--- config.mk ---
export PLATFORM = sky130hd
export DESIGN_NAME = btn_debounce_multi
export DESIGN_NICKNAME = d
export VERILOG_FILES = /design/src/rtl/btn_debounce_multi.sv
export SDC_FILE = /design/constraint.sdc
export NUM_CORES = 1
export LEC_CHECK = 0
export CAP_MARGIN = 15
export CORE_MARGIN = 2
export CORE_UTILIZATION = 29
export DETAILED_ROUTE_END_ITERATION = 7
export HOLD_SLACK_MARGIN = 0.02
export PLACE_DENSITY = 0.5
export SYNTH_ARGS = -nofsm -noshare
export SYNTH_HDL_FRONTEND = slang
export SYNTH_SLANG_ARGS = --single-unit
--- constraint.sdc ---
create_clock -name clk -period 4.4 [get_ports clk]
set_input_delay 0.66 -clock clk [delete_from_list [all_inputs] [get_ports clk]]
set_output_delay 0.66 -clock clk [all_outputs]
set_load 0.03 [all_outputs]
--- src/rtl/btn_debounce_multi.sv ---
// rtl/btn_debounce_multi.sv - N-channel button debouncer with edge, long-press and auto-repeat pulses
module btn_debounce_multi #(
  parameter int N_BTN        = 5,
  parameter int TICK_DIV     = 1000,
  parameter int DEPTH        = 8,
  parameter int LONG_TICKS   = 50000,
  parameter int REPEAT_TICKS = 10000,
  parameter int REPEAT_EN    = 1
) (
  input  logic             clk,
  input  logic             rst_n,
  input  logic [N_BTN-1:0] i_btn,
  output logic [N_BTN-1:0] o_level,
  output logic [N_BTN-1:0] o_rise,
  output logic [N_BTN-1:0] o_fall,
  output logic [N_BTN-1:0] o_long,
  output logic [N_BTN-1:0] o_repeat
);

  localparam int TW = $clog2(TICK_DIV);
  localparam int HW = $clog2(LONG_TICKS + 1);
  localparam int RW = $clog2(REPEAT_TICKS + 1);
  localparam logic [TW-1:0] TICK_LAST = TW'(TICK_DIV - 1);
  localparam logic [HW-1:0] HOLD_MAX  = HW'(LONG_TICKS);
  localparam logic [HW-1:0] HOLD_PRE  = HW'(LONG_TICKS - 1);
  localparam logic [RW-1:0] REP_PRE   = RW'(REPEAT_TICKS - 1);

  logic [TW-1:0]    tick_cnt;
  logic             tick;
  logic [N_BTN-1:0] sync_meta;
  logic [N_BTN-1:0] sync;
  logic [DEPTH-1:0] shift_q [N_BTN];
  logic [DEPTH-1:0] shift_d [N_BTN];
  logic [HW-1:0]    hold_q  [N_BTN];
  logic [RW-1:0]    rep_q   [N_BTN];
  logic [N_BTN-1:0] rep_act;
  logic [N_BTN-1:0] level_d;
  logic [N_BTN-1:0] rise_d;
  logic [N_BTN-1:0] fall_d;
  logic [N_BTN-1:0] long_d;
  logic [N_BTN-1:0] rep_d;

  assign tick = (tick_cnt == TICK_LAST);

  // Level is judged on the post-shift value so it moves in the same edge as the sample.
  always_comb begin
    level_d = '0;
    rise_d  = '0;
    fall_d  = '0;
    long_d  = '0;
    rep_d   = '0;
    for (int i = 0; i < N_BTN; i++) begin
      shift_d[i] = shift_q[i];
      if (tick) begin
        shift_d[i] = {sync[i], shift_q[i][DEPTH-1:1]};
      end
      if (&shift_d[i]) begin
        level_d[i] = 1'b1;
      end else if (~|shift_d[i]) begin
        level_d[i] = 1'b0;
      end else begin
        level_d[i] = o_level[i];
      end
      rise_d[i] = level_d[i] & ~o_level[i];
      fall_d[i] = ~level_d[i] & o_level[i];
      long_d[i] = o_level[i] & level_d[i] & tick & (hold_q[i] == HOLD_PRE);
      rep_d[i]  = rep_act[i] & level_d[i] & tick & (rep_q[i] == REP_PRE);
    end
  end

  always_ff @(posedge clk or negedge rst_n) begin
    if (!rst_n) begin
      tick_cnt  <= '0;
      sync_meta <= '0;
      sync      <= '0;
      rep_act   <= '0;
      o_level   <= '0;
      o_rise    <= '0;
      o_fall    <= '0;
      o_long    <= '0;
      o_repeat  <= '0;
      for (int i = 0; i < N_BTN; i++) begin
        shift_q[i] <= '0;
        hold_q[i]  <= '0;
        rep_q[i]   <= '0;
      end
    end else begin
      tick_cnt  <= tick ? '0 : tick_cnt + TW'(1);
      sync_meta <= i_btn;
      sync      <= sync_meta;
      o_level   <= level_d;
      o_rise    <= rise_d;
      o_fall    <= fall_d;
      o_long    <= long_d;
      o_repeat  <= (REPEAT_EN != 0) ? (rise_d | long_d | rep_d) : '0;
      for (int i = 0; i < N_BTN; i++) begin
        shift_q[i] <= shift_d[i];
        // Releasing drops hold and repeat state in the same edge as the fall pulse.
        if (!level_d[i]) begin
          hold_q[i]  <= '0;
          rep_q[i]   <= '0;
          rep_act[i] <= 1'b0;
        end else begin
          if (o_level[i] && tick && (hold_q[i] != HOLD_MAX)) begin
            hold_q[i] <= hold_q[i] + HW'(1);
          end
          if (long_d[i]) begin
            rep_act[i] <= 1'b1;
            rep_q[i]   <= '0;
          end else if (rep_act[i] && tick) begin
            rep_q[i] <= rep_d[i] ? '0 : rep_q[i] + RW'(1);
          end
        end
      end
    end
  end

endmodule

Word level (Yosys, flattened, before mapping)
Cells that the tools add are included.
{"block": "totals", "output_inout_bits": 25, "inputBits": 7, "regBits": 240, "word_cells": 203}
{"block": "classes", "n_bitwise": 52, "n_reduce_logical": 25, "eq_ne": 31, "n_addsub": 11, "muxes": 56}
{"cell": "$mux W14", "count": 20}
{"cell": "$mux W16", "count": 10}
{"cell": "$add A16 B1 Y16 const B", "count": 5}
{"cell": "$eq A16 B16 Y1 const B", "count": 5}
{"cell": "$ne A16 B16 Y1 const B", "count": 5}
{"cell": "$add A14 B1 Y14 const B", "count": 5}
{"cell": "$eq A14 B14 Y1 const B", "count": 5}
{"cell": "$and A1 B1 Y1", "count": 40}
{"cell": "$mux W8", "count": 5}
{"cell": "$reduce_and A8 Y1", "count": 5}
{"cell": "$reduce_or A8 Y1", "count": 5}
{"cell": "$mux W1", "count": 20}
{"cell": "$ne A2 B1 Y1 const B", "count": 10}
{"cell": "$logic_and A1 B1 Y1", "count": 15}
{"cell": "$ne A3 B1 Y1 const B", "count": 5}
{"cell": "$add A10 B1 Y10 const B", "count": 1}
{"cell": "$eq A10 B10 Y1 const B", "count": 1}
{"cell": "$mux W10", "count": 1}
{"cell": "$not A1 Y1", "count": 10}
{"cell": "$or A5 B5 Y5", "count": 2}

Depth between registers and ports, before layout
Gate-level depths: netlist of the first run.
{"block": "logic_depth", "word_depth": 12, "ltp_mapped": 10, "depth_no_buf": 7}

Worst setup path after synthesis of the first run
No wires, ideal clock.
{"block": "synth_timing", "path_type": "register -> register", "from": "register tick_cnt[3]", "to": "register rep_q[46] (netlist name)", "synth_period_minus_slack_ns": 2.520, "setup_ns": 0.129, "path_stages_with_launch": 10, "arrival_ns": 2.392, "path_buffers": 4, "setup_slack_ns": 1.880, "path_cell_list": "dfrtp_1 buf_6 or3b_1 buf_2 or4_1 clkbuf_2 or4_4 o21ai_2 buf_6 nor3_1"}
{"block": "synth_between", "elab_chain_len": 12, "word_cells_on_any_way": 18}
{"item": "start, declared", "line_no": "28", "text": "logic [TW-1:0] tick_cnt;"}
{"item": "start signal, assigned", "line_no": "88", "text": "tick_cnt <= tick ? '0 : tick_cnt + TW'(1);"}
{"item": "$eq A10 B10 Y1 (*)", "line_no": "43", "text": "assign tick = (tick_cnt == TICK_LAST);"}
{"item": "$mux W8", "line_no": "54", "text": "if (tick) begin"}
{"item": "$reduce_or A8 Y1", "line_no": "59", "text": "end else if (~|shift_d[i]) begin"}
{"item": "$mux W1", "line_no": "59"}
{"item": "$mux W1", "line_no": "57", "text": "if (&shift_d[i]) begin"}
{"item": "$and A1 B1 Y1 (3 in series)", "line_no": "67", "text": "rep_d[i] = rep_act[i] & level_d[i] & tick & (rep_q[i] == REP_PRE);"}
{"item": "$mux W14", "line_no": "111", "text": "rep_q[i] <= rep_d[i] ? '0 : rep_q[i] + RW'(1);"}
{"item": "$mux W14", "line_no": "110", "text": "end else if (rep_act[i] && tick) begin"}
{"item": "$mux W14", "line_no": "107", "text": "if (long_d[i]) begin"}
{"item": "$mux W14", "line_no": "99", "text": "if (!level_d[i]) begin"}
{"item": "end signal, assigned by index", "line_no": "111"}
{"item": "end, declared", "line_no": "35", "text": "logic [RW-1:0] rep_q [N_BTN];"}
Mark *: on every way between the ends. The rest lies on a longest branch, timed or not. The select of a mux whose other input is x is not followed.
A chain may end at the register's enable or synchronous reset.

Final worst setup path of the first run
{"block": "layout_timing", "from": "register tick_cnt[4]", "to": "register rep_q[21] (netlist name)"}
Same word-level chain as after synthesis.

==> results of run 1 <==
registers in the layout, indices dropped and copies added, names as in the netlist:
name	flops
hold_q	80
rep_act	5
sync_meta	5
o_level	5
o_repeat	5
tick_cnt	10
o_fall	5
rep_q	70
o_long	5
sync	5
shift_q	40
o_rise	5
power by group:
| group | internal [mW] | switching (mW) |
|---|---|---|
| logic | 0.00812 | 0.0433 |
| clock network | 1.39 | 0.908 |
| registers | 2.21 | 0.00253 |
| total | 3.61 | 0.954 |
logic make-up after synthesis:
kind of cell / Yosys count / share of synthesized area (%)
muxes: 4 / 0.344
DFF: 240 / 51.6
and+or+nand+nor: 686 / 29.8
AOI/OAI and AO/OA: 71 / 3.91
adders and majority gates: 16 / 1.72
buffers and inverters: 86 / 2.98
xor gates and xnor gates: 129 / 9.70
stage by stage:
step	total power [mW]	setup WS, ns	utilization [%]	hold WS (ns)
global route	4.76	0.858	34.1	0.243
detailed placement	2.31	1.22	31.8	0.370
global placement	2.31	1.23	31.8	0.373
floorplan	2.25	1.88	-	0.331
CTS	4.66	1.20	34.1	0.218
finish	4.56	1.22	34.1	0.173
layout by cell type, fill, tap and decap left out, types with 11 or more instances in the layout:
cell             count
dfrtp_1            240
nand2_1            182
nor2_1             132
nor3_1              83
xnor2_1             71
nand3_1             69
nand4_1             65
xor2_1              58
nor4_1              44
inv_1               38
clkdlybuf4s50_1     30
clkbuf_16           29
buf_4               23
a21oi_1             22
and3_1              18
and4_1              17
ha_1                16
or4_1               14
o21ai_0             11
final cells by class:
cell class | count | area [um^2]
clock buffer | 43 | 858
clock inverter | 7 | 65.1
fill | 4053 | 26200
inverter | 38 | 143
multi-input combinational | 906 | 5320
sequential | 240 | 6010
tap | 525 | 657
timing repair buffer | 56 | 513
final timing paths:
check                             endpoint
worst max-delay path             rep_q[21]
worst min-delay path             o_long[1]
worst max register to register   rep_q[21]
worst min register to register     sync[0]
max in group asynchronous       hold_q[15]
min in group clk                   sync[0]
critical path, stage by stage (launching register included):
cell     delay [ns]
dfrtp_1        0.44
or3b_1         0.78
o31ai_1        0.55
nand3_1        0.21
a21oi_2        0.69
buf_4          0.29
nor3_1         0.07
metal layers:
metal	global-route usage [%]	up-vias	share of wire (%)
met5	0	-	0
met4	2.98	0	1.3
met3	2.09	23	3.9
met2	21.1	159	46
met1	18.6	4342	49
li1	-	4410	-
==> metrics.csv, run 1 <==
metric,value,unit
p_per_area,337,nW/um^2
post_cts_resize_count,0,
die_w,204,um
antenna_cells,0,
nets,1293,
ir_drop,228,uV
hold_viol,0,
wl_per_cell,14.6,um
period_share,72.2,%
r2r_cells,6,
initial_utilization,29.3,%
detail_route.iter0.violations,603,
setup_violations,0,
overflow,0,
ys_ff_latch,240,
die_area,41800,um^2
synth.avg_cell_area,9.45,um^2
clk_pin_slew_worst_paths,0.06,ns
worstReg2RegStart,tick_cnt[4],
yosys_most_used_dff,dfrtp_1,
arrival,3.59,ns
syn_nets,1255,
drc,0,
grt_pass1_vias,8897,
crit_fanout,26,
viasPerCell,4.92,
vias,8934,
synth_top_area_cell,dfrtp_1,
synthTopCellsByCount,"dfrtp_1 (240), nand2_1 (182), nor2_1 (132)",
io_buffers,31,
drv_cap,0,
wl,26500,um
cts_tree,yes,
placed_cells,1764,
yosysWarningCount,0,
clk-insertion-delay-late,0.55,ns
coreArea,39700,um^2
htreeDepth,1,
crit_type,register to register,
hold_class,primary input to asynchronous set/reset pin,
num_io_pins,32,
die_h,204,um
placed_cell_area,12600,um^2
cts_buffer_depth,3,
cts_root_buf,clkbuf_16,
syn-cell-area,11600,um^2
antenna_left,0,
end_kind,register,
rsz0062_at_grt,no,
relSlewSlack,37.3,%
maxSlewViolCount,0,
tightest_slew,0.940,ns
period_needed,3.18,ns
antenna_found_initial,0,
yosys.cell_count.top_type,dfrtp_1,
syn2layout_area_growth,16.4,%
numCtsBuffers,28,
async_reset_ff_share,100,%
final_cell_count_no_fill,1815,
startpoint,tick_cnt[4],
drive_gt1_share,6.90,%
grt_pass1_wl,45800,um
gp_congestion,0.774,
grt_max_degree,112,
timing.fmax,315,MHz
cts.sink_count,240,
yosys-top-cells-area,"dfrtp_1 (52%), nand2_1 (5.9%), xnor2_1 (5.3%)",
clock_skew,0.0159,ns
drt_pass1_iterations,5,
critPathRequiredTime,4.81,ns
yosys.cell_types.count,52,
r2r_setup_slack,1.22,ns
seq_area_frac_synth,51.6,%
grt_util_all_layers,13.1,%
outcome,"finished, final reports clean",
tns,0,ns
postCtsSetupBuffers,0,
synth_edf_count,0,
startpoint_type,register,
p_leak,5.39,nW
final_cell_area,13600,um^2
hold_buffers,0,
rows,73,
synthCells,1232,
synth_top_area_share,51.6,%
hpwl,17400,um
No activity file was read; power rests on OpenSTA's default activity.
==> inputs of run 2 (changes only) <==
- clock period: 4.4 -> 3.05 ns (I/O delays scaled with it)
==> run 2 against run 1 <==
  * Worst hold slack better by 0.16 ns
  * Routed wire length fell by 0.44%
  * Highest routed layer unchanged
  * Clock power rose by 55%
  * Final cell count rose by 1.3%
  * Clock-buffer cell count down 7
  * Clock skew down 0.0080 ns
  * Sequential cell count unchanged
  * First-iteration DRC count decreased by 4.1%
  * Via count shrank 0.58%
  * Die area is the same
  * Utilization is 0.64 points higher
==> metrics.csv, run 2 (same netlist as run 1, synthesis figures left out) <==
metric,value,unit,change
wl_per_cell,14.4,um,was 14.6 um
drive_gt1_share,8.68,%,was 6.90%
nFillCells,4074,,"was 4,053"
cts_buffer_depth,3,,unchanged
largest-register,hold_q,,unchanged
cp_slowest_stage_delay,0.58,ns,was 0.78 ns
timing.fmax,384,MHz,was 315 MHz
worst_path_max_delay_cell,o21ai_2,,was or3b_1
ir_drop,425,uV,was 228 uV
startpoint_type,register,,unchanged
hold_slack,0.332,ns,was 0.173 ns
detail_route.iter0.violations,578,,was 603
drt_pass1_iterations,5,,unchanged
setup_violations,0,,unchanged
cts.sink_count,240,,unchanged
top_regs,"hold_q (80), rep_q (70), shift_q (40)",,unchanged
postCtsSetupBuffers,0,,unchanged
gp_congestion,0.796,,was 0.774
clk-insertion-delay-late,0.56,ns,was 0.55 ns
final_common_cell,dfrtp_1,,unchanged
cp_cell_sequence,ha_1 -> nand3_1 -> buf_4 -> o31ai_1 -> a31oi_1 -> o21ai_2 -> nor3_1,,was or3b_1 -> o31ai_1 -> nand3_1 -> a21oi_2 -> buf_4 -> nor3_1
die_area,41800,um^2,unchanged
maxSlewViolCount,0,,unchanged
io_buffers,31,,unchanged
die_h,204,um,unchanged
period_needed,2.60,ns,was 3.18 ns
die_w,204,um,unchanged
tightest_slew,0.677,ns,was 0.940 ns
grt_pass1_wl,44900,um,"was 45,800 um"
hold_viol,0,,unchanged
coreArea,39700,um^2,unchanged
drc,0,,unchanged
crit_type,register to register,,unchanged
grt_pass1_vias,8597,,"was 8,897"
end_kind,register,,unchanged
arrival,3.02,ns,was 3.59 ns
rsz0062_at_grt,no,,unchanged
num_io_pins,32,,unchanged
antenna_found_initial,0,,unchanged
crit_fanout,14,,was 26
hpwl,17500,um,"was 17,400 um"
overflow,0,,unchanged
wl,26400,um,"was 26,500 um"
post_cts_resize_count,0,,unchanged
numCtsBuffers,29,,was 28
period_share,85.4,%,was 72.2%
p_leak,5.53,nW,was 5.39 nW
syn2layout_area_growth,18.6,%,was 16.4%
initial_utilization,29.3,%,unchanged
cts_root_buf,clkbuf_16,,unchanged
antenna_left,0,,unchanged
viasPerCell,4.83,,was 4.92
p_per_area,495,nW/um^2,was 337 nW/um^2
clk_pin_slew_worst_paths,0.06,ns,about the same
outcome,"finished, final reports clean",,unchanged
rows,73,,unchanged
htreeDepth,1,,unchanged
path_buf_inv,1,,unchanged
drv_cap,0,,unchanged
critPathRequiredTime,3.47,ns,was 4.81 ns
tns,0,ns,unchanged
final_cell_mix,"dfrtp_1 (240), nand2_1 (182), nor2_1 (132), nor3_1 (83), xnor2_1 (71)",,unchanged
path_delay_family,compound AO/OA/AOI/OAI gates,,unchanged
clock_skew,0.00786,ns,was 0.0159 ns
cts_tree,yes,,unchanged
antenna_cells,0,,unchanged
vias,8882,,"was 8,934"
grt_max_degree,75,,was 112
largest_reg_flops,80,,unchanged
relSlewSlack,54.7,%,was 37.3%
hold_class,primary input to register,,was primary input to asynchronous set/reset pin
nets,1313,,"was 1,293"
grt_util_all_layers,12.9,%,was 13.1%
[run 2: changes by cell type in the layout (fill, tap and decap cells not counted), sizes merged]
cell	delta
buf	+19
bufinv	+3
clkbuf	-8
clkinv	+6
clkinvlp	+1
dlygate4sd3	+1
inv	+1
[run 2: power by group]
part	total [mW]	switching (mW)	internal, mW	leakage (nW)
Sequential	3.20	0.00403	3.19	3.32
Clock	3.56	1.38	2.17	0.490
Combinational	0.0795	0.0635	0.0159	1.72
[run 2: final cells by class]
cell class                      count  area (um^2)  share of cell area, %
Clock buffer                       36          792                   5.73
Clock inverter                     18          201                   1.46
Inverter                           38          143                   1.03
Multi-Input combinational cell    906         5320                   38.5
Sequential cell                   240         6010                   43.5
Tap cell                          525          657                   4.76
Timing Repair Buffer               75          698                   5.05
[run 2: what timing repair did]
action | CTS | global route
hold endpoints to repair | 69 | 0
setup endpoints to repair | 0 | 0
hold buffers | 1 | 0
[run 2: path summary, 6_finish.rpt]
path / slack, ns / endpoint / cells after the start / start
setup / recovery: 0.45 / rep_q[51] / 7 / tick_cnt[0]
hold / removal: 0.33 / sync_meta[3] / 1 / i_btn[3]
setup reg to reg: 0.45 / rep_q[51] / 7 / tick_cnt[0]
hold reg to reg: 0.35 / sync[0] / 0 / sync_meta[0]
max in group asynchronous: 1.83 / hold_q[0] / 3 / rst_n
min in group asynchronous: 0.46 / hold_q[63] / 2 / rst_n
[run 2: layer usage]
layer | wire (um) | vias up | part of all wire [%] | track usage [%]
li1 | - | 4439 | - | -
met1 | 13200 | 4280 | 50 | 18.6
met2 | 11700 | 120 | 44 | 20.0
met3 | 866 | 43 | 3.3 | 1.80
met4 | 626 | 0 | 2.4 | 4.32
met5 | 0 | - | 0 | 0
[run 2: metrics by stage]
step | total power, mW | area, um^2 | worst slack (ns) | cells | util [%]
after floorplan | 3.25 | 11600 | 0.530 | 1232 | -
after global placement | 3.34 | 12800 | 0.515 | 1783 | 32.2
after detailed placement | 3.34 | 12800 | 0.469 | 1783 | 32.2
final | 6.83 | 13800 | 0.446 | 1838 | 34.8
after CTS | 6.98 | 13800 | 0.445 | 1838 | 34.8
after global routing | 7.12 | 13800 | 0.130 | 1838 | 34.8
